File: src/rtl/mem_access_arbiter_pkg.sv
// Shared types for the memory access arbiter: downstream request fields and FSM states.
package mem_access_arbiter_pkg;

  typedef struct packed {
    logic [31:0] addr;
    logic [31:0] wdata;
    logic        wen;
    logic        ren;
  } mem_req_t;

  typedef enum logic [1:0] {
    StIdle,
    StIssue,
    StWaitR,
    StDone
  } state_e;

endpackage

File: src/rtl/mem_access_arbiter_if.sv
// Bundle of SIC-side request/grant signals and the downstream memory handshake.
interface mem_access_arbiter_if #(
  parameter int unsigned NUM_SICS = 4,
  parameter int unsigned ID_WIDTH = 6
);
  import mem_access_arbiter_pkg::*;

  typedef struct packed {
    logic                valid;
    logic [ID_WIDTH-1:0] id;
  } rpl_req_t;

  rpl_req_t [NUM_SICS-1:0] sic_rpl;
  mem_req_t [NUM_SICS-1:0] sic_req;
  logic [ID_WIDTH-1:0]     head_id;
  logic [NUM_SICS-1:0]     sic_grant;
  logic [31:0]             sic_rdata;

  logic                    mem_valid;
  logic [31:0]             mem_addr;
  logic [31:0]             mem_wdata;
  logic                    mem_we;
  logic                    mem_ready;
  logic                    mem_rvalid;
  logic [31:0]             mem_rdata;

  modport master (
    input  sic_rpl, sic_req, head_id, mem_ready, mem_rvalid, mem_rdata,
    output sic_grant, sic_rdata, mem_valid, mem_addr, mem_wdata, mem_we
  );

  modport slave (
    output sic_rpl, sic_req, head_id, mem_ready, mem_rvalid, mem_rdata,
    input  sic_grant, sic_rdata, mem_valid, mem_addr, mem_wdata, mem_we
  );

endinterface

File: src/rtl/mem_access_arbiter_age_select.sv
// Combinational oldest-first selector: minimum (id - head_id) modulo 2^ID_WIDTH, lowest index on ties.
module age_select #(
  parameter int unsigned NUM_SICS = 4,
  parameter int unsigned ID_WIDTH = 6,
  localparam int unsigned IdxW    = (NUM_SICS > 1) ? $clog2(NUM_SICS) : 1
) (
  input  logic [NUM_SICS-1:0]               valid_i,
  input  logic [NUM_SICS-1:0][ID_WIDTH-1:0] id_i,
  input  logic [ID_WIDTH-1:0]               head_id_i,
  output logic                              found_o,
  output logic [IdxW-1:0]                   idx_o
);

  logic [ID_WIDTH-1:0] age;
  logic [ID_WIDTH-1:0] best_age;

  always_comb begin
    found_o  = 1'b0;
    idx_o    = '0;
    age      = '0;
    best_age = '0;
    for (int i = 0; i < int'(NUM_SICS); i++) begin
      if (valid_i[i]) begin
        age = id_i[i] - head_id_i;
        // Strict compare keeps the lower index on equal age.
        if (!found_o || (age < best_age)) begin
          found_o  = 1'b1;
          best_age = age;
          idx_o    = IdxW'(i);
        end
      end
    end
  end

endmodule

File: src/rtl/mem_access_arbiter.sv
// Age-ordered arbiter serialising SIC memory accesses onto a single downstream port.
module mem_access_arbiter
  import mem_access_arbiter_pkg::*;
#(
  parameter int unsigned NUM_SICS = 4,
  parameter int unsigned ID_WIDTH = 6
) (
  input  logic                 clk,
  input  logic                 rst,
  mem_access_arbiter_if.master bus
);

  localparam int unsigned IdxW = (NUM_SICS > 1) ? $clog2(NUM_SICS) : 1;

  state_e              state_q, state_d;
  logic [IdxW-1:0]     win_idx_q, win_idx_d;
  logic [ID_WIDTH-1:0] win_id_q, win_id_d;
  logic [31:0]         addr_q, addr_d;
  logic [31:0]         wdata_q, wdata_d;
  logic                we_q, we_d;
  logic [31:0]         rdata_q, rdata_d;

  logic [NUM_SICS-1:0]               elig;
  logic [NUM_SICS-1:0][ID_WIDTH-1:0] ids;
  logic                              found;
  logic [IdxW-1:0]                   sel_idx;
  logic                              win_ok;
  logic                              mem_valid_c;
  logic [NUM_SICS-1:0]               grant_c;

  always_comb begin
    elig = '0;
    ids  = '0;
    for (int i = 0; i < int'(NUM_SICS); i++) begin
      elig[i] = bus.sic_rpl[i].valid & (bus.sic_req[i].wen ^ bus.sic_req[i].ren);
      ids[i]  = bus.sic_rpl[i].id;
    end
  end

  age_select #(
    .NUM_SICS(NUM_SICS),
    .ID_WIDTH(ID_WIDTH)
  ) u_age_select (
    .valid_i  (elig),
    .id_i     (ids),
    .head_id_i(bus.head_id),
    .found_o  (found),
    .idx_o    (sel_idx)
  );

  // Winner still presenting the same instruction it was latched with.
  assign win_ok = bus.sic_rpl[win_idx_q].valid && (bus.sic_rpl[win_idx_q].id == win_id_q);

  always_comb begin
    state_d     = state_q;
    win_idx_d   = win_idx_q;
    win_id_d    = win_id_q;
    addr_d      = addr_q;
    wdata_d     = wdata_q;
    we_d        = we_q;
    rdata_d     = rdata_q;
    mem_valid_c = 1'b0;
    grant_c     = '0;
    case (state_q)
      StIdle: begin
        if (found) begin
          win_idx_d = sel_idx;
          win_id_d  = ids[sel_idx];
          addr_d    = bus.sic_req[sel_idx].addr;
          wdata_d   = bus.sic_req[sel_idx].wdata;
          we_d      = bus.sic_req[sel_idx].wen;
          rdata_d   = '0;
          state_d   = StIssue;
        end
      end
      StIssue: begin
        if (!win_ok) begin
          state_d = StIdle;
        end else begin
          mem_valid_c = 1'b1;
          if (bus.mem_ready) begin
            state_d = we_q ? StDone : StWaitR;
          end
        end
      end
      StWaitR: begin
        if (bus.mem_rvalid) begin
          rdata_d = bus.mem_rdata;
          state_d = StDone;
        end
      end
      StDone: begin
        if (win_ok) begin
          grant_c[win_idx_q] = 1'b1;
        end
        state_d = StIdle;
      end
      default: state_d = StIdle;
    endcase
  end

  always_ff @(posedge clk) begin
    if (rst) begin
      state_q   <= StIdle;
      win_idx_q <= '0;
      win_id_q  <= '0;
      addr_q    <= '0;
      wdata_q   <= '0;
      we_q      <= 1'b0;
      rdata_q   <= '0;
    end else begin
      state_q   <= state_d;
      win_idx_q <= win_idx_d;
      win_id_q  <= win_id_d;
      addr_q    <= addr_d;
      wdata_q   <= wdata_d;
      we_q      <= we_d;
      rdata_q   <= rdata_d;
    end
  end

  assign bus.sic_grant = grant_c;
  assign bus.sic_rdata = (state_q == StDone) ? rdata_q : 32'd0;
  assign bus.mem_valid = mem_valid_c;
  assign bus.mem_addr  = addr_q;
  assign bus.mem_wdata = wdata_q;
  assign bus.mem_we    = mem_valid_c & we_q;

endmodule

File: src/flat_wrapper.sv
// flat-port wrapper written by rule: the top's interface ports become plain ports
module mem_access_arbiter_flat import mem_access_arbiter_pkg::*;
#(
  parameter int unsigned NUM_SICS = 4,
  parameter int unsigned ID_WIDTH = 6
)
  (clk, rst, bus_sic_rpl, bus_sic_req, bus_head_id, bus_mem_ready, bus_mem_rvalid, bus_mem_rdata, bus_sic_grant, bus_sic_rdata, bus_mem_valid, bus_mem_addr, bus_mem_wdata, bus_mem_we);
  mem_access_arbiter_if #(.NUM_SICS(NUM_SICS), .ID_WIDTH(ID_WIDTH)) bus_i ();
  input  logic clk;
  input  logic rst;
  input wire logic [$bits(bus_i.sic_rpl)-1:0] bus_sic_rpl;
  input wire logic [$bits(bus_i.sic_req)-1:0] bus_sic_req;
  input wire logic [$bits(bus_i.head_id)-1:0] bus_head_id;
  input wire logic [$bits(bus_i.mem_ready)-1:0] bus_mem_ready;
  input wire logic [$bits(bus_i.mem_rvalid)-1:0] bus_mem_rvalid;
  input wire logic [$bits(bus_i.mem_rdata)-1:0] bus_mem_rdata;
  output wire logic [$bits(bus_i.sic_grant)-1:0] bus_sic_grant;
  output wire logic [$bits(bus_i.sic_rdata)-1:0] bus_sic_rdata;
  output wire logic [$bits(bus_i.mem_valid)-1:0] bus_mem_valid;
  output wire logic [$bits(bus_i.mem_addr)-1:0] bus_mem_addr;
  output wire logic [$bits(bus_i.mem_wdata)-1:0] bus_mem_wdata;
  output wire logic [$bits(bus_i.mem_we)-1:0] bus_mem_we;
  assign bus_i.sic_rpl = bus_sic_rpl;
  assign bus_i.sic_req = bus_sic_req;
  assign bus_i.head_id = bus_head_id;
  assign bus_i.mem_ready = bus_mem_ready;
  assign bus_i.mem_rvalid = bus_mem_rvalid;
  assign bus_i.mem_rdata = bus_mem_rdata;
  assign bus_sic_grant = bus_i.sic_grant;
  assign bus_sic_rdata = bus_i.sic_rdata;
  assign bus_mem_valid = bus_i.mem_valid;
  assign bus_mem_addr = bus_i.mem_addr;
  assign bus_mem_wdata = bus_i.mem_wdata;
  assign bus_mem_we = bus_i.mem_we;
  mem_access_arbiter #(.NUM_SICS(NUM_SICS), .ID_WIDTH(ID_WIDTH)) u_core (.clk(clk), .rst(rst), .bus(bus_i));
endmodule
File: config.mk
export PLATFORM = sky130hd
export DESIGN_NAME = mem_access_arbiter_flat
export DESIGN_NICKNAME = d
export VERILOG_FILES = /design/src/rtl/mem_access_arbiter_pkg.sv /design/src/rtl/mem_access_arbiter_if.sv /design/src/rtl/mem_access_arbiter_age_select.sv /design/src/rtl/mem_access_arbiter.sv /design/src/flat_wrapper.sv
export SDC_FILE = /design/constraint.sdc
export NUM_CORES = 1
export LEC_CHECK = 0
export BUFFER_PORTS_ARGS = -buffer_cell sky130_fd_sc_hd__buf_2
export CAP_MARGIN = 20
export CORE_AREA = 2 2 169 171
export DETAILED_ROUTE_END_ITERATION = 10
export DIE_AREA = 0 0 171 173
export PLACE_DENSITY = 0.55
export SKIP_CTS_REPAIR_TIMING = 1
export SYNTH_ARGS = -nofsm -noshare
export SYNTH_HDL_FRONTEND = slang
export SYNTH_SLANG_ARGS = --single-unit
File: constraint.sdc
create_clock -name clk -period 9.08 [get_ports clk]
set_input_delay 0.454 -clock clk [delete_from_list [all_inputs] [get_ports clk]]
set_output_delay 0.454 -clock clk [all_outputs]
set_load 0.05 [all_outputs]
* Word level (Yosys, flattened, before mapping) *
Index checks and enable logic that the tools add are counted.
Widths: inputs -> output; s select.

storage, ports and cells
  register bits after elaboration = 107
  input port bits = 334

cells by class
  $add $sub $neg = 4
  $lt $le $gt $ge = 6
  eq/ne operators = 7
  muxes and demuxes = 40
  bitwise gates (word level) = 9
  reduce and logical (&&, ||, !) cells = 13

operators by type and width
  kind                count
  $bmux 66 s2         1
  $mux 32             3
  $mux 66             1
  $pmux 32 s2         1
  $mux 6              6
  $sub 6x6->6         4
  $lt 6x6->1          3
  $mux 2              8
  $bmux 7 s2          1
  $mux 1              13
  $bmux 6 s2          1
  $mux 4              2
  $pmux 2 s4          1
  $mux 7              1
  $eq 6x6->1          1
  $lt 2x3->1 const B  2
  $reduce_and 3->1    2
  $and 1x1->1         5
  $eq 2x2->1 const B  2
  $xor 1x1->1         4
  $logic_not 1->1     3
  $logic_or 1x1->1    3
  $ne 3x3->1 const B  1
  $demux 1 s2         1
  8 further kinds     9

* Longest topological paths before layout *
Gate-level depths: netlist of run 1.

  word-level depth = 17
  mapped depth = 34

* Cells and area by module *
Synthesis of run 1 repeated with hierarchy kept, for this count alone.

second synthesis, totals
  cells, all modules = 815
  area, all modules = 7519.7 um^2

modules (own cells, without submodules)
  module              times used  cells each  area each (um^2)  sequential area each (um^2)
  mem_access_arbiter  1           620         5988.2            2142.1
  age_select          1           195         1531.5            0.0

* Least setup slack after synthesis of run 1 *
OpenSTA, ideal clock, no wires.

  kind = input port to flip-flop
  start point = input bus_head_id[1]
  end point = register u_core.wdata_q[10] (netlist: u_core.bus.mem_wdata[10])
  setup time = 0.070 ns
  arrival time = 6.591 ns
  slack = 2.420 ns
  stages = 32
  path buffers = 2
  path through = inv_1 -> ha_1 -> a21o_1 -> a21o_1 -> a21o_1 -> a21o_1 -> xor2_1 -> inv_1 -> ha_1 -> a211o_1 -> a21oi_1 -> a211oi_2 -> nor2_1 -> mux2i_1 -> inv_1 -> ha_1 -> a21oi_1 -> o21ai_0 -> nor3_1 -> nor2_1 -> a21oi_4 -> mux2i_1 -> ha_1 -> a21oi_1 -> o21ai_0 -> a21oi_1 -> o31a_1 -> nor3_2 -> buf_6 -> buf_2 -> a311o_1 -> a21oi_1

on the way
  cells in the longest elaborated chain, start to end = 16
  elaborated cells on any way between the ends = 32
  classes of those cells = add/sub: 4; order compare: 3; mux: 19; reduce/logical: 6

RTL lines
  what                                           RTL line                             text
  start: declaration                             flat_wrapper.sv:13                   input wire logic [$bits(bus_i.head_id)-1:0] bus_head_id;
  $sub 6x6->6                                    mem_access_arbiter_age_select.sv:24  age = id_i[i] - head_id_i;
  $mux 6                                         mem_access_arbiter_age_select.sv:23  if (valid_i[i]) begin
  $lt 6x6->1                                     mem_access_arbiter_age_select.sv:26  if (!found_o || (age < best_age)) begin
  $logic_or 1x1->1                               mem_access_arbiter_age_select.sv:26
  $mux 6 or $mux 1 (tied branches)               mem_access_arbiter_age_select.sv:26
  $mux 6 or $mux 1 (tied branches)               mem_access_arbiter_age_select.sv:23
  $lt 6x6->1 or $logic_not 1->1 (tied branches)  mem_access_arbiter_age_select.sv:26
  $logic_or 1x1->1                               mem_access_arbiter_age_select.sv:26
  $mux 6 or $mux 1 (tied branches)               mem_access_arbiter_age_select.sv:26
  $mux 6 or $mux 1 (tied branches)               mem_access_arbiter_age_select.sv:23
  $lt 6x6->1 or $logic_not 1->1 (tied branches)  mem_access_arbiter_age_select.sv:26
  $logic_or 1x1->1                               mem_access_arbiter_age_select.sv:26
  $mux 2                                         mem_access_arbiter_age_select.sv:26
  $mux 2                                         mem_access_arbiter_age_select.sv:23
  $bmux 66 s2                                    mem_access_arbiter.sv:70             wdata_d = bus.sic_req[sel_idx].wdata;
  $mux 66                                        -
  end signal: assignment                         mem_access_arbiter.sv:116            wdata_q <= wdata_d;
  end: declaration                               mem_access_arbiter.sv:19             logic [31:0] wdata_q, wdata_d;

Several ways; a longest one is shown, not always the timed one. The select of a mux whose other input is x is not followed.
A chain may end at the register's enable or synchronous reset.

* Final worst setup path of run 1 *
  start point = input bus_head_id[1]
  end point = register u_core.addr_q[15] (netlist: u_core.bus.mem_addr[15])

on the way
  cells in the longest elaborated chain, start to end = 16
  elaborated cells on any way between the ends = 32
  classes of those cells = add/sub: 4; order compare: 3; mux: 19; reduce/logical: 6

RTL lines
  what                                           RTL line                             text
  $sub 6x6->6                                    mem_access_arbiter_age_select.sv:24
  $mux 6                                         mem_access_arbiter_age_select.sv:23
  $lt 6x6->1                                     mem_access_arbiter_age_select.sv:26
  $logic_or 1x1->1                               mem_access_arbiter_age_select.sv:26
  $mux 6 or $mux 1 (tied branches)               mem_access_arbiter_age_select.sv:26
  $mux 6 or $mux 1 (tied branches)               mem_access_arbiter_age_select.sv:23
  $lt 6x6->1 or $logic_not 1->1 (tied branches)  mem_access_arbiter_age_select.sv:26
  $logic_or 1x1->1                               mem_access_arbiter_age_select.sv:26
  $mux 6 or $mux 1 (tied branches)               mem_access_arbiter_age_select.sv:26
  $mux 6 or $mux 1 (tied branches)               mem_access_arbiter_age_select.sv:23
  $lt 6x6->1 or $logic_not 1->1 (tied branches)  mem_access_arbiter_age_select.sv:26
  $logic_or 1x1->1                               mem_access_arbiter_age_select.sv:26
  $mux 2                                         mem_access_arbiter_age_select.sv:26
  $mux 2                                         mem_access_arbiter_age_select.sv:23
  $bmux 66 s2                                    mem_access_arbiter.sv:69             addr_d = bus.sic_req[sel_idx].addr;
  $mux 66 (implied by the code)                  mem_access_arbiter.sv:69
  end signal: assignment                         mem_access_arbiter.sv:115            addr_q <= addr_d;
  end: declaration                               mem_access_arbiter.sv:18             logic [31:0] addr_q, addr_d;

Several ways; a longest one is shown, not always the timed one. The select of a mux whose other input is x is not followed.

==> impl_metrics.ini, run 1 <==
[run_status]
status = completed

[hold_path]
hold_depth = 3
hp-class = in -> reg

[worst_setup_path]
arrival_ps = 8080
cp.depth = 32
critPathRequiredTime_ps = 9360
critPathLaunchType = primary input
end_kind = flop
crit_family = compound AO/OA/AOI/OAI gates
r2r_cells = 4
crit_type = in -> reg
worst_path_max_delay_cell = nor2_4
crit_path_frequent_cell = a21oi_1
worstPathMaxFanout = 35
path_buf_inv = 5
slowest_delay_ps = 520

[routing]
drc = 0
drt_pre_antenna_iters = 5
wl_mm = 34.6
route.vias.total = 9222
avgViaCountPerCell = 5.13
first_iter_violations = 573
post_drt_wl_per_cell_um = 19.2
drt-met1-wl_mm = 14.5
ant_nets = 0
dr_wl_met3_mm = 2.79
met2_length_mm = 16.4
top_layer_used = met5

[sta]
finalHoldViolCount = 0
fmaxAchievable_ghz = 0.128
timing.final.ws_setup_ps = 1290
tns_ps = 0
rsz0062_at_grt = false
setup_viol = 0
slew_headroom = 0.255
slew_viol_final = 0
worst_pin_slew_ps = 1120
finClkSkew_ps = 15.4
post-route-period-util = 0.858
period_needed_ps = 7790

[synthesis]
synth_flop_cell = dfxtp_1
async_flop_share = 0
yosysWarningCount = 0
synth_cells = 1027
ys_seq_area_frac = 0.280
synthesis.area_um2 = 7650
syn_avg_cell_area_um2 = 7.45
ys_seq_elements = 107
synth_enable_flop_cells = 0
syn_nets = 1400
ys_types = 58

[final_layout]
nets = 1778
drive_above_1_share = 0.357
final_common_cell = buf_2
final_cell_mix = buf_2 (434), nand2_1 (173), a21oi_1 (163)
area_growth_pct = 36.9
final_area_um2 = 10500

[floorplan]
coreArea_um2 = 27600
die-area_um2 = 29600
io_pins = 436
die-height_um = 173
dieWidth_um = 171
row_count = 61
start_util = 0.277

[clock_network]
clock_sinks = 107
insertion_delay_ps = 360
root_buffer = clkbuf_16
cts_tree = yes
h-tree-depth = 3
numCtsBuffers = 9
cts_buffer_depth = 2
clk_transition_reported_paths_ps = 80

[grt]
overflow = 0
antenna_found_initial = 13
grt_use_total = 0.224
grt_max_degree = 87
grt_pass1_wl_mm = 51.7
grt_pass1_vias = 8837

[place]
portBuffers = 435
place_ws_ps = 1000
dpl_cell_area_um2 = 10100
place_hpwl_mm = 26.2
gp_congestion = 0.892

[power]
leakage_uw = 0.00505
power_density_nw_per_um2 = 195
worst_ir_drop_vdd_mv = 0.101
fin_total_pwr_uw = 2050

[job]
cap_violations = 0
## layer usage
metal	vias up	track usage
met5	-	0
met4	6	0.0844
met3	54	0.0547
met2	419	0.366
met1	4274	0.283
li1	4469	-
## cell type report
type	count	area, um^2
well taps	378	473
repair buffers	452	2350
flip-flops and latches	107	2140
multi-input cells	807	5050
fillers	3020	17200
inverters	28	105
clock buffers	11	253
diodes	11	27.5
clock inverters	5	67.6
## cells by family after synthesis
family	after synthesis	share of synthesized area
xor gates and xnor gates	28	0.0321
AOI/OAI and AO/OA	351	0.301
adders and majority gates	39	0.0677
and+or+nand+nor	364	0.210
muxes	25	0.0461
DFF	107	0.280
buffers and inverters	113	0.0632
## synthesized netlist by cell type (5+ instances only)
library cell,n,area [um^2]
nor3_1,10,50.1
nor2b_1,5,31.3
xor2_1,15,131
a311o_1,54,541
o211ai_1,10,75.1
nor2_1,80,300
and3_1,36,225
buf_1,9,33.8
a21o_1,15,113
buf_4,6,45.0
ha_1,35,438
and2_1,6,37.5
o21ai_0,63,315
a21oi_1,163,816
a211oi_1,8,60.1
clkbuf_1,56,210
inv_1,28,105
buf_2,11,55.1
mux4_2,7,158
a32oi_1,9,78.8
dfxtp_1,107,2140
mux2_2,12,135
o21a_1,5,37.5
mux2i_1,6,60.1
xnor2_1,13,114
nand2_1,174,653
nand3_1,35,175
## sequential cells by signal (all words and copies together) (netlist names), named ones only
| name | count |
|---|---|
| u_core.bus.mem_addr | 32 |
| u_core.bus.mem_wdata | 32 |
| u_core.rdata_q | 32 |
| u_core.win_id_q | 6 |
| u_core.win_idx_q | 2 |
| u_core.state_q | 1 |
| u_core.we_q | 1 |
## through the flow
step	hold WS, ps	std cells	util
after floorplan	443	1027	-
after global placement	448	1770	0.364
after detailed placement	454	1772	0.366
after CTS	296	1788	0.378
after global routing	303	1798	0.379
final	312	1799	0.379
## report_power, final
part	switching, uW	leakage, uW	internal, uW
registers	48.6	0.000881	543
logic	689	0.00401	328
clock network	203	0.000158	234
## tightest hold or removal path: cells and delay by family
family	cells	cell delay, ps
AOI/OAI and AO/OA	1	60
buffers and inverters	1	80
and+or+nand+nor	1	40
## path summary, 6_finish.rpt
check	start	end	slack, ps
worst max-delay path	bus_head_id[1]	u_core.bus.mem_addr[15]	1290
worst min-delay path	bus_sic_req[174]	u_core.bus.mem_addr[8]	310
worst max register to register	u_core.state_q[0]	u_core.bus.mem_addr[2]	6240
worst min register to register	u_core.rdata_q[16]	u_core.rdata_q[16]	460
Power figures use the tool's default switching activity.
==> run 2, diff against run 1 <==
==> constraint.sdc (replaced) <==
create_clock -name clk -period 9.08 [get_ports clk]
set_input_delay 1.362 -clock clk [delete_from_list [all_inputs] [get_ports clk]]
set_output_delay 1.362 -clock clk [all_outputs]
set_load 0.05 [all_outputs]
==> impl_metrics.ini, run 2 (synthesis results as in run 1) <==
[sta]
fmaxAchievable_ghz = 0.119
timing.final.ws_setup_ps = 664
rsz0062_at_grt = false
slew_viol_final = 0
period_needed_ps = 8420
worst_pin_slew_ps = 1020
finalHoldViolCount = 0
setup_viol = 0
tns_ps = 0
post-route-period-util = 0.927
slew_headroom = 0.322
finClkSkew_ps = 13.3

[floorplan]
coreArea_um2 = 27600
die-area_um2 = 29600
io_pins = 436
row_count = 61
dieWidth_um = 171
die-height_um = 173
start_util = 0.277

[grt]
antenna_found_initial = 8
grt_pass1_wl_mm = 52.2
overflow = 0
grt_pass1_vias = 9049
grt_use_total = 0.226
grt_max_degree = 66

[final_layout]
drive_above_1_share = 0.360
area_growth_pct = 37.7
nets = 1783
final_common_cell = buf_2
n_fill_cell = 3032
final_cell_mix = buf_2 (434), nand2_1 (173), a21oi_1 (163)
layout.cells.non_filler = 1800

[worst_setup_path]
critPathLaunchType = primary input
end_kind = flop
worst_path_max_delay_cell = nor3_1
critPathRequiredTime_ps = 9360
slowest_delay_ps = 460
worstPathMaxFanout = 38
crit_type = in -> reg
crit_path_frequent_cell = a21oi_1
arrival_ps = 8700

[place]
portBuffers = 435
dp_cells = 1775
gp_congestion = 0.881
place_hpwl_mm = 26.3
place_ws_ps = 212

[power]
leakage_uw = 0.00508
worst_ir_drop_vdd_mv = 0.0971
fin_total_pwr_uw = 2030
internal_power_uw = 1080
power.switching_uw = 950
p_seq_frac = 0.293
combinationalPowerShare = 0.509
sw_frac_of_total = 0.467
power_density_nw_per_um2 = 193
clock_power_share = 0.198

[clock_network]
insertion_delay_ps = 350
numCtsBuffers = 9
cts_buffer_depth = 2
h-tree-depth = 3
clock_sinks = 107
clk_transition_reported_paths_ps = 80
cts_tree = yes
root_buffer = clkbuf_16

[run_status]
status = completed

[routing]
route.vias.total = 9263
first_iter_violations = 502
drc = 0
avgViaCountPerCell = 5.15
ant_nets = 0
drt_pre_antenna_iters = 5
wl_mm = 34.9
post_drt_wl_per_cell_um = 19.4

[job]
cap_violations = 0

[hold_path]
hp-class = reg -> reg
[run 2: cell types whose count changed in the layout (fill, tap and decap cells not counted), sizes merged]
cell,change
diode,-4
clkbuf,-1
buf,+4
clkinv,+1
bufinv,-1
nor2,+1
inv,+1
[run 2: per-stage QoR]
stage / utilization / hold WS (ps) / area [um^2]
final: 0.381 / 466 / 10500
after global routing: 0.381 / 480 / 10500
after CTS: 0.379 / 466 / 10500
after detailed placement: 0.369 / 454 / 10200
after global placement: 0.367 / 449 / 10100
after floorplan: - / 443 / 7650
[run 2: metal layers]
metal | vias up | wire length [um] | track usage
li1 | 4459 | - | -
met1 | 4334 | 14500 | 0.277
met2 | 426 | 17100 | 0.390
met3 | 42 | 2760 | 0.0538
met4 | 2 | 563 | 0.0689
met5 | - | 11 | 0
[run 2: final timing paths]
| check | start | endpoint | slack [ps] | cells past startpoint |
|---|---|---|---|---|
| worst min register to register | u_core.rdata_q[26] | u_core.rdata_q[26] | 470 | 2 |
| worst min-delay path | u_core.rdata_q[26] | u_core.rdata_q[26] | 470 | 2 |
| worst max-delay path | bus_head_id[1] | u_core.bus.mem_addr[15] | 660 | 32 |
| worst max register to register | u_core.win_idx_q[0] | flop | 6040 | 7 |
[run 2: worst max-delay path: cells and delay by family]
family	cells	cell delay (ps)
AO/OA/AOI/OAI	15	3040
buffers and inverters	6	1050
XOR/XNOR	1	190
adder cells (fa/ha/maj)	4	1080
AND/OR/NAND/NOR	4	1390
multiplexers	2	570
[run 2: power groups by stage]
stage          combinational, uW  sequential (uW)  clock (uW)
3_3_place_gp                1020              605           0
5_1_grt                     1120              606         435
4_1_cts                     1030              596         421
3_5_place_dp                1030              606           0
6_report                    1040              596         403
2_1_floorplan                493              812           0
[run 2: cell type report]
cell class              instances  area (um^2)  area share
well taps                     378          473      0.0449
clock inverters                 6         47.5     0.00452
clock buffers                  10          239      0.0227
flip-flops and latches        107         2140       0.203
repair buffers                456         2430       0.231
multi-input cells             808         5070       0.481
inverters                      28          105     0.00998
diodes                          7         17.5     0.00166
==> run 3, diff against run 2 <==
--- a/config.mk
+++ b/config.mk
@@ -5,12 +5,13 @@
 export SDC_FILE = /design/constraint.sdc
 export NUM_CORES = 1
 export LEC_CHECK = 0
+export ABC_AREA = 1
 export BUFFER_PORTS_ARGS = -buffer_cell sky130_fd_sc_hd__buf_2
 export CAP_MARGIN = 20
-export CORE_AREA = 2 2 169 171
+export CORE_AREA = 2 2 171 173
 export DETAILED_ROUTE_END_ITERATION = 10
-export DIE_AREA = 0 0 171 173
-export PLACE_DENSITY = 0.55
+export DIE_AREA = 0 0 173 175
+export PLACE_DENSITY = 0.59
 export SKIP_CTS_REPAIR_TIMING = 1
 export SYNTH_ARGS = -nofsm -noshare
 export SYNTH_HDL_FRONTEND = slang
==> impl_metrics.ini, run 3 <==
[run_status]
status = completed

[job]
cap_violations = 0

[worst_setup_path]
critPathRequiredTime_ps = 9360
path_buf_inv = 3
critPathLaunchType = primary input
end_kind = flop
crit_type = in -> reg
slowest_delay_ps = 540
arrival_ps = 7860
worstPathMaxFanout = 43
worst_path_max_delay_cell = nand2_4
crit_family = simple AND/OR/NAND/NOR gates
crit_path_frequent_cell = nand2_1

[sta]
setup_viol = 0
period_needed_ps = 7580
finClkSkew_ps = 15.1
tns_ps = 0
slew_headroom = 0.253
worst_pin_slew_ps = 1120
finalHoldViolCount = 0
rsz0062_at_grt = false
post-route-period-util = 0.834
slew_viol_final = 0
fmaxAchievable_ghz = 0.132

[grt]
antenna_found_initial = 5
grt_max_degree = 93
grt_use_total = 0.248
overflow = 0
grt_pass1_wl_mm = 60.7
grt_pass1_vias = 11029

[clock_network]
insertion_delay_ps = 360
cts_tree = yes
root_buffer = clkbuf_16
h-tree-depth = 3
cts_buffer_depth = 2
clk_transition_reported_paths_ps = 80
clock_sinks = 107
numCtsBuffers = 9

[floorplan]
die-height_um = 175
io_pins = 436
dieWidth_um = 173
die-area_um2 = 30300
coreArea_um2 = 28400
row_count = 62
start_util = 0.310

[synthesis]
synthesis.area_um2 = 8810
async_flop_share = 0
synth_cells = 1489
ys_seq_elements = 107
synth_flop_cell = dfxtp_1
synth_common_cells = nand2_1 (276), nor2_1 (220), inv_1 (188), o21ai_0 (124), nand3_1 (116)
ys_seq_area_frac = 0.243
yosysWarningCount = 0
synth_area_leaders = dfxtp_1 (24%), nand2_1 (12%), nor2_1 (9.4%), inv_1 (8.0%), o21ai_0 (7.0%)
synth_top_cell_by_area = dfxtp_1
synth_most_common_cell = nand2_1
synth_enable_flop_cells = 0
ys_types = 33
syn_avg_cell_area_um2 = 5.92
syn_nets = 1862
synth_top_area_frac = 0.243

[final_layout]
n_fill_cell = 3203
nets = 2213
final_cell_mix = buf_2 (435), nand2_1 (275), nor2_1 (218)
final_common_cell = buf_2
layout.cells.non_filler = 2232
area_growth_pct = 30.2
multi_input_area_um2 = 5540
drive_above_1_share = 0.262
layout.area.seq_um2 = 2140

[routing]
avgViaCountPerCell = 5.05
drc = 0
ant_nets = 0
route.vias.total = 11279
drt_pre_antenna_iters = 5
wl_mm = 38.9
first_iter_violations = 794
post_drt_wl_per_cell_um = 17.4

[power]
power_density_nw_per_um2 = 180
worst_ir_drop_vdd_mv = 0.116
leakage_uw = 0.00600

[place]
gp_congestion = 0.951
portBuffers = 435
dp_cells = 2213
place_hpwl_mm = 28.3

[hold_path]
hp-class = reg -> reg
[run 3: path summary, 6_finish.rpt]
path | slack, ps | start | cells after the start | endpoint
worst max-delay path | 1510 | bus_head_id[1] | 36 | u_core.bus.mem_addr[14]
worst max register to register | 6160 | u_core.win_idx_q[0] | 13 | u_core.state_q[0]
worst min register to register | 490 | u_core.rdata_q[19] | 2 | u_core.rdata_q[19]
worst min-delay path | 490 | u_core.rdata_q[19] | 2 | u_core.rdata_q[19]
[run 3: logic make-up (layout without fill, tap and decap cells)]
logic type               count (synthesis)  after routing  share of synthesized area
other                                    0              3                          0
adder cells (fa/ha/maj)                 39             39                     0.0588
flip-flops                             107            107                      0.243
buffers and inverters                  301            657                      0.133
AND/OR/NAND/NOR                        756            756                      0.388
XOR/XNOR                                18             18                     0.0179
AO/OA/AOI/OAI                          268            268                      0.159
[run 3: report_power, final]
group | internal [uW] | total [uW] | switching [uW]
registers | 534 | 568 | 33.6
clock network | 193 | 413 | 220
logic | 312 | 1080 | 771
total | 1040 | 2060 | 1030
[run 3: cell type report]
| type | instances | share of cell area |
|---|---|---|
| multi-input cells | 1081 | 0.482 |
| clock buffers | 9 | 0.0196 |
| clock inverters | 7 | 0.00534 |
| well taps | 384 | 0.0419 |
| diodes | 3 | 0.000654 |
| inverters | 190 | 0.0621 |
| repair buffers | 451 | 0.201 |
| flip-flops and latches | 107 | 0.187 |
[run 3: worst min-delay path, stage by stage (launching register included)]
cell	delay [ps]
dfxtp_1	320
nand3_1	70
a21oi_1	50
[run 3: layer usage]
layer,track usage,vias to the layer above,share of wire
met5,0,-,0.00062
met3,0.0577,51,0.084
met2,0.422,493,0.47
met4,0.0791,4,0.026
li1,-,5543,-
met1,0.311,5188,0.42
[run 3: through the flow]
step                       util  hold slack [ps]  cell area, um^2  worst slack [ps]  power (uW)
after floorplan               -              459             8810              2500        1340
after global placement    0.394              467            11200              1250        1650
after detailed placement  0.394              476            11200              1160        1660
after CTS                 0.404              488            11500              1520        2080
after global routing      0.404              505            11500               731        2220
final                     0.404              485            11500              1510        2060
